## config.mk

```make
export PLATFORM = sky130hd
export DESIGN_NAME = serial_add_ctrl
export DESIGN_NICKNAME = d
export VERILOG_FILES = /design/src/rtl/serial_add_pkg.sv /design/src/rtl/serial_add_ctrl_full_adder.sv /design/src/rtl/serial_add_ctrl.sv
export SDC_FILE = /design/constraint.sdc
export NUM_CORES = 1
export LEC_CHECK = 0
export CAP_MARGIN = 20
export CORE_MARGIN = 8
export CORE_UTILIZATION = 51
export CTS_BUF_LIST = sky130_fd_sc_hd__clkbuf_4 sky130_fd_sc_hd__clkbuf_8 sky130_fd_sc_hd__clkbuf_16
export DETAILED_ROUTE_END_ITERATION = 8
export PLACE_DENSITY = 0.78
export SLEW_MARGIN = 5
export SYNTH_ARGS = -nofsm -noshare
export SYNTH_HDL_FRONTEND = slang
export SYNTH_SLANG_ARGS = --single-unit
```

## constraint.sdc

```tcl
create_clock -name clk -period 1.7 [get_ports clk]
set_input_delay 0.34 -clock clk [delete_from_list [all_inputs] [get_ports clk]]
set_output_delay 0.34 -clock clk [all_outputs]
set_load 0.01 [all_outputs]
```

## src/rtl/serial_add_pkg.sv

```systemverilog
// Shared types and constants for the bit-serial adder controller.
package serial_add_pkg;

   localparam int unsigned DEFAULT_WIDTH = 8;

   typedef enum logic [1:0] {
      ST_IDLE  = 2'd0,
      ST_SHIFT = 2'd1,
      ST_DONE  = 2'd2
   } state_e;

endpackage

```

## src/rtl/serial_add_ctrl_full_adder.sv

```systemverilog
// Single-bit full adder cell reused by the serial adder controller.
module full_adder (
   input  logic x,
   input  logic y,
   input  logic z,
   output logic s,
   output logic c
);

   assign s = x ^ y ^ z;
   assign c = (x & y) | (z & (x ^ y));

endmodule

```

## src/rtl/serial_add_ctrl.sv

```systemverilog
// Bit-serial adder: one full_adder reused LSB-first across WIDTH clocks.
// Optional signed-overflow output enabled by `define SERIAL_ADD_OVF_EN.
module serial_add_ctrl
   import serial_add_pkg::*;
#(
   parameter int unsigned WIDTH = DEFAULT_WIDTH
) (
   input  logic             clk,
   input  logic             rst,
   input  logic             start,
   input  logic [WIDTH-1:0] a,
   input  logic [WIDTH-1:0] b,
   input  logic             cin,
   output logic             busy,
   output logic             done,
   output logic [WIDTH-1:0] sum,
   output logic             cout
`ifdef SERIAL_ADD_OVF_EN
   ,
   output logic             ovf
`endif
);

   localparam int unsigned CNT_W = $clog2(WIDTH + 1);
   localparam logic [CNT_W-1:0] CNT_LAST = CNT_W'(WIDTH - 1);

   state_e           state_q, state_d;
   logic [WIDTH-1:0] a_sr_q, a_sr_d;
   logic [WIDTH-1:0] b_sr_q, b_sr_d;
   logic [WIDTH-1:0] sum_sr_q, sum_sr_d;
   logic [WIDTH-1:0] sum_q, sum_d;
   logic             carry_q, carry_d;
   logic             cout_q, cout_d;
   logic [CNT_W-1:0] cnt_q, cnt_d;
   logic             fa_s, fa_c;
`ifdef SERIAL_ADD_OVF_EN
   logic             ovf_q, ovf_d;
`endif

   full_adder u_fa (
      .x (a_sr_q[0]),
      .y (b_sr_q[0]),
      .z (carry_q),
      .s (fa_s),
      .c (fa_c)
   );

   always_comb begin
      state_d  = state_q;
      a_sr_d   = a_sr_q;
      b_sr_d   = b_sr_q;
      sum_sr_d = sum_sr_q;
      sum_d    = sum_q;
      carry_d  = carry_q;
      cout_d   = cout_q;
      cnt_d    = cnt_q;
`ifdef SERIAL_ADD_OVF_EN
      ovf_d    = ovf_q;
`endif
      case (state_q)
         ST_IDLE: begin
            if (start) begin
               a_sr_d  = a;
               b_sr_d  = b;
               carry_d = cin;
               cnt_d   = '0;
               state_d = ST_SHIFT;
            end
         end
         ST_SHIFT: begin
            a_sr_d   = a_sr_q >> 1;
            b_sr_d   = b_sr_q >> 1;
            // shift-then-insert keeps WIDTH=1 legal (no [0:1] slice)
            sum_sr_d = sum_sr_q >> 1;
            sum_sr_d[WIDTH-1] = fa_s;
            carry_d  = fa_c;
            cnt_d    = cnt_q + CNT_W'(1);
            if (cnt_q == CNT_LAST) begin
               sum_d   = sum_sr_d;
               cout_d  = fa_c;
`ifdef SERIAL_ADD_OVF_EN
               ovf_d   = carry_q ^ fa_c;
`endif
               state_d = ST_DONE;
            end
         end
         ST_DONE:  state_d = ST_IDLE;
         default:  state_d = ST_IDLE;
      endcase
   end

   always_ff @(posedge clk or posedge rst) begin
      if (rst) begin
         state_q  <= ST_IDLE;
         a_sr_q   <= '0;
         b_sr_q   <= '0;
         sum_sr_q <= '0;
         sum_q    <= '0;
         carry_q  <= 1'b0;
         cout_q   <= 1'b0;
         cnt_q    <= '0;
`ifdef SERIAL_ADD_OVF_EN
         ovf_q    <= 1'b0;
`endif
      end else begin
         state_q  <= state_d;
         a_sr_q   <= a_sr_d;
         b_sr_q   <= b_sr_d;
         sum_sr_q <= sum_sr_d;
         sum_q    <= sum_d;
         carry_q  <= carry_d;
         cout_q   <= cout_d;
         cnt_q    <= cnt_d;
`ifdef SERIAL_ADD_OVF_EN
         ovf_q    <= ovf_d;
`endif
      end
   end

   assign busy = (state_q == ST_SHIFT);
   assign done = (state_q == ST_DONE);
   assign sum  = sum_q;
   assign cout = cout_q;
`ifdef SERIAL_ADD_OVF_EN
   assign ovf  = ovf_q;
`endif

endmodule

```

## After elaboration in Yosys (flattened, before gate mapping)

Cells that the tools add are included.
Widths: inputs -> output; s select.

| word-level totals | value |
|---|---|
| bits in registers | 40 |
| bits in latches | 0 |
| RAM bits | 0 |
| memory bits (read-only) | 0 |
| input bits | 20 |
| output and inout bits | 11 |
| logic and storage cells | 35 |
| memories | 0 |

| cells by class | value |
|---|---|
| add/sub/neg operators | 1 |
| $mul | 0 |
| divide/modulo/power cells | 0 |
| magnitude comparators | 0 |
| eq/ne operators | 5 |
| shift operators | 0 |
| multiplexer cells | 11 |
| bitwise gates (word level) | 5 |
| reduce and logical (&&, ||, !) cells | 5 |

Operators by type and width:

| kind | count |
|---|---|
| $pmux 8 s2 | 2 |
| $mux 8 | 2 |
| $pmux 4 s2 | 1 |
| $reduce_and 2->1 | 3 |
| $add 4x1->4 const B | 1 |
| $eq 4x3->1 const B | 1 |
| $mux 2 | 2 |
| $mux 4 | 1 |
| $pmux 2 s2 | 1 |
| $and 1x1->1 | 2 |
| $eq 2x1->1 const B | 1 |
| $eq 2x2->1 const B | 1 |
| $logic_not 2->1 | 1 |
| $ne 2x1->1 const B | 1 |
| $ne 2x2->1 const B | 1 |
| $pmux 1 s2 | 1 |
| $reduce_bool 2->1 | 1 |
| $xor 1x1->1 | 2 |
| $mux 1 | 1 |
| $or 1x1->1 | 1 |

## Logic depth before layout (Yosys ltp)

Gate-level depths: netlist of the first run.

| logic depth | value |
|---|---|
| depth after elaboration | 4 |
| mapped depth | 5 |
| gate-level depth less buffers | 4 |

## Cells and area by module

A second synthesis of the first run with hierarchy kept.

| unflattened totals | value |
|---|---|
| cell total of the unflattened synthesis | 151 |
| area total of the unflattened synthesis | 1659.1 um^2 |

Modules (own cells, without submodules):

| module | times used | cells an instance | area an instance (um^2) | sequential area each (um^2) |
|---|---|---|---|---|
| serial_add_ctrl | 1 | 150 | 1639.1 | 975.9 |
| full_adder | 1 | 1 | 20.0 | 0.0 |

## Worst setup path after synthesis of the first run

Ideal clock, no wire load.

| path | value |
|---|---|
| path kind | flip-flop to flip-flop |
| start point | reg cnt_q[0] |
| end point | reg cout_q (netlist: cout) |
| library setup time | 0.125 ns |
| arrival | 1.292 ns |
| required time | 1.575 ns |
| slack | 0.283 ns |
| cell stages (with the launch flop) | 5 |
| path buffers | 0 |
| path through | dfrtp_1 ha_1 nand2_1 nor3_4 mux2_2 |

| between the ends | value |
|---|---|
| longest elaborated chain between the ends | 2 |

RTL lines:

| element | RTL line | source |
|---|---|---|
| start: declaration | serial_add_ctrl.sv:34 | `logic [CNT_W-1:0] cnt_q, cnt_d;` |
| start signal: assignment | serial_add_ctrl.sv:113 | `cnt_q <= cnt_d;` |
| $eq 4x3->1 | serial_add_ctrl.sv:78 | `if (cnt_q == CNT_LAST) begin` |
| $reduce_and 2->1 (no line) | -- |  |
| end signal: assignment | serial_add_ctrl.sv:112 | `cout_q <= cout_d;` |
| end: declaration | serial_add_ctrl.sv:33 | `logic cout_q, cout_d;` |

Every way passes these cells.
A chain may end at the register's enable or synchronous reset.

## Worst setup path in the final report of the first run

| path | value |
|---|---|
| start point | reg state_q[1] |
| end point | out busy |

| between the ends | value |
|---|---|
| longest elaborated chain between the ends | 1 |

RTL lines:

| element | RTL line | source |
|---|---|---|
| start: declaration | serial_add_ctrl.sv:27 | `state_e state_q, state_d;` |
| start signal: assignment | serial_add_ctrl.sv:106 | `state_q <= state_d;` |
| $eq 2x1->1 | serial_add_ctrl.sv:120 | `assign busy = (state_q == ST_SHIFT);` |
| end: declaration | serial_add_ctrl.sv:14 | `output logic busy,` |

Every way passes these cells.

==> results of run 1 <==
through the flow:
| stage | worst slack [ns] | std cells | area, um2 | utilization, % | hold slack (ns) |
|---|---|---|---|---|---|
| after global routing | 0.00454 | 241 | 2170 | 71.1 | 0.373 |
| after detailed placement | 0.00791 | 228 | 2060 | 67.6 | 0.457 |
| after floorplan | 0.283 | 151 | 1640 | - | 0.440 |
| after global placement | 0.0946 | 228 | 2060 | 67.6 | 0.457 |
| after CTS | 0.0108 | 236 | 2130 | 69.6 | 0.357 |
| final | 0.0769 | 241 | 2170 | 71.1 | 0.347 |
state kept, by name, summed over array words and instances (netlist names):
name / count
carry_q: 1
sum: 8
b_sr_q: 8
a_sr_q: 8
sum_sr_q: 7
cout: 1
cnt_q: 4
state_q: 2
worst min-delay path by stage:
stage             endpoint   startpoint  slack [ns]  cells past startpoint
6_report            sum[3]          rst        0.35                      3
5_1_grt             sum[2]          rst        0.37                      3
4_1_cts          a_sr_q[0]          rst        0.36                      3
3_5_place_dp   sum_sr_q[1]  sum_sr_q[1]        0.46                      2
3_3_place_gp   sum_sr_q[1]  sum_sr_q[1]        0.46                      2
2_1_floorplan  sum_sr_q[1]  sum_sr_q[1]        0.44                      2
repair_timing:
item	in CTS	in global routing
setup endpoints to repair	2	5
resized for setup	4	3
buffers inserted	0	5
final cells by class:
type	count	area [um2]
flip-flops and latches	39	977
fillers	242	883
multi-input cells	101	622
repair buffers	46	447
well taps	44	55.1
clock buffers	7	52.6
inverters	3	11.3
clock inverters	1	5.00
logic make-up after synthesis:
| kind of cell | synth area share (%) |
|---|---|
| flip-flops | 59.6 |
| AO/OA/AOI/OAI | 15.8 |
| buffers and inverters | 2.83 |
| AND/OR/NAND/NOR | 12.8 |
| adder cells (fa/ha/maj) | 1.99 |
| multiplexers | 6.88 |
per-layer routing:
metal / global-route usage (%) / wire length (um) / vias up
met2: 23.6 / 1780 / 47
met4: 6.00 / 59 / 0
met1: 14.7 / 1460 / 620
li1: - / - / 608
met3: 5.22 / 227 / 8
met5: 0 / 0 / -
cells in the final DEF, fill, tap and decap left out, types with 3 or more instances in the layout:
| cell type | count |
|---|---|
| nand2_1 | 39 |
| dfrtp_1 | 38 |
| clkdlybuf4s50_1 | 28 |
| o21ai_0 | 17 |
| a22oi_1 | 16 |
| buf_4 | 13 |
| mux2_2 | 10 |
| clkbuf_4 | 7 |
| nor2b_1 | 3 |
| nor2_1 | 3 |
critical path, delay by kind of cell (launching register included):
kind          cells  cell delay [ns]
buf+inv           2             0.38
simple gates      1             0.17
flops             1             0.39
power by group:
part	switching (mW)	total [mW]	leakage [nW]	internal [mW]
clock network	0.286	0.479	0.0361	0.193
logic	0.773	1.60	0.436	0.831
registers	0.257	1.57	0.505	1.32
total	1.32	3.66	0.977	2.34
==> impl_metrics.toml, run 1 <==
[floorplanning]
die_h_um = 72.6
initial_core_util_pct = 53.6
rows = 20
core_um2 = 3050
fp.dieArea_um2 = 5280
die_w_um = 72.6
num_io_pins = 31

[global_route]
grt.total_usage_pct = 13.8
gr-total-overflow = 0
grt_max_degree = 40
antenna_found_initial = 0
grt_pass1_vias = 1284
grt_pass1_wl_um = 5710

[setup_path]
endpoint_kind = "primary output"
required_ns = 1.36
critPathArrivalTime_ns = 1.28
endpoint = "busy"
slowest_delay_ns = 0.39
cp_max_fo = 6
rrSetupSlack_ns = 0.13
crit_start = "state_q[1]"
crit_type = "register to primary output"
r2r-end = "sum[5]"
cp_cell_sequence = "nand2b_4 -> clkinv_1 -> dlygate4sd2_1"
critPathSlowestCell = "dfrtp_1"
r2r-start = "state_q[1]"
cp-start-kind = "register"
worstRegToRegCells = 5

[place]
dp_hpwl_um = 2470
gp_congestion = 0.790
io_buffers = 30

[clock_tree]
clock_path_buffers = 2
root_buffer = "clkbuf_4"
cts.sinks = 39
path_clk_slew_ns = 0.11
htree_num_levels = 2
clock_latency_ns = 0.34
cts_buffers = 5
postCtsHoldBufs = 0
cts_tree = "done"

[timing]
fin_worst_skew_ns = 0.0119
worstMarginPinSlew_ns = 0.210
slew_headroom_pct = 85.9
finalSetupViolCount = 0
fin_setup_tns_ns = 0
final.period_utilization_pct = 95.5
period_minus_slack_ns = 1.62
grt_setup_unrepaired = "false"
max_freq_ghz = 0.616
drv_slew = 0
hold_viol_final = 0

[synthesis]
syn-num-nets = 173
netlist_top_cells_count = "dfrtp_1 (39), nand2_1 (39), o21ai_0 (17), a22oi_1 (16), mux2_2 (10)"
synthFlopType = "dfrtp_1"
synth-seq-cells = 39
synth_cell_types = 23
avgSynthCellArea_um2 = 10.8
synth_edf_count = 0
synthCells = 151
seq_area_frac_synth_pct = 59.6
yosysWarnings = 0
synth.top_cell.area_share_pct = 59.6
ys_async_sr_fraction_pct = 100
synth.area.top_cells = "dfrtp_1 (60%), nand2_1 (8.9%), a22oi_1 (7.3%)"
syn_area_um2 = 1640
yosysTopAreaCell = "dfrtp_1"

[layout]
nNetsFinal = 218
syn2layout_area_growth_pct = 32.6
diodes = 0
drive_gt1_share_pct = 19.3

[detailed_routing]
drc = 0
vias_per_cell = 5.32
num_vias = 1283
drt_iter0_drc = 80
first_pass_iters = 6
wirelength_um = 3530
antenna_left = 0
wl_per_cell_um = 14.6

[power_and_ir_drop]
ir_drop_v = 0.000747
power_density_nw_per_um2 = 1690
leakage_nw = 0.977
p_total_mw = 3.66

[worst_hold_path]
hold_class = "primary input to asynchronous set/reset pin"

[outcome]
status = "complete, no violations"

[run]
maxCapViolCount = 0
Note: power is estimated with default switching activity, not from simulation.
==> inputs of run 2 (changes only) <==
Settings changed: ABC_CLOCK_PERIOD_IN_PS set to 1700.
==> results of run 2 <==
No change in the layout: final DEF, timing and power equal those of run 1.
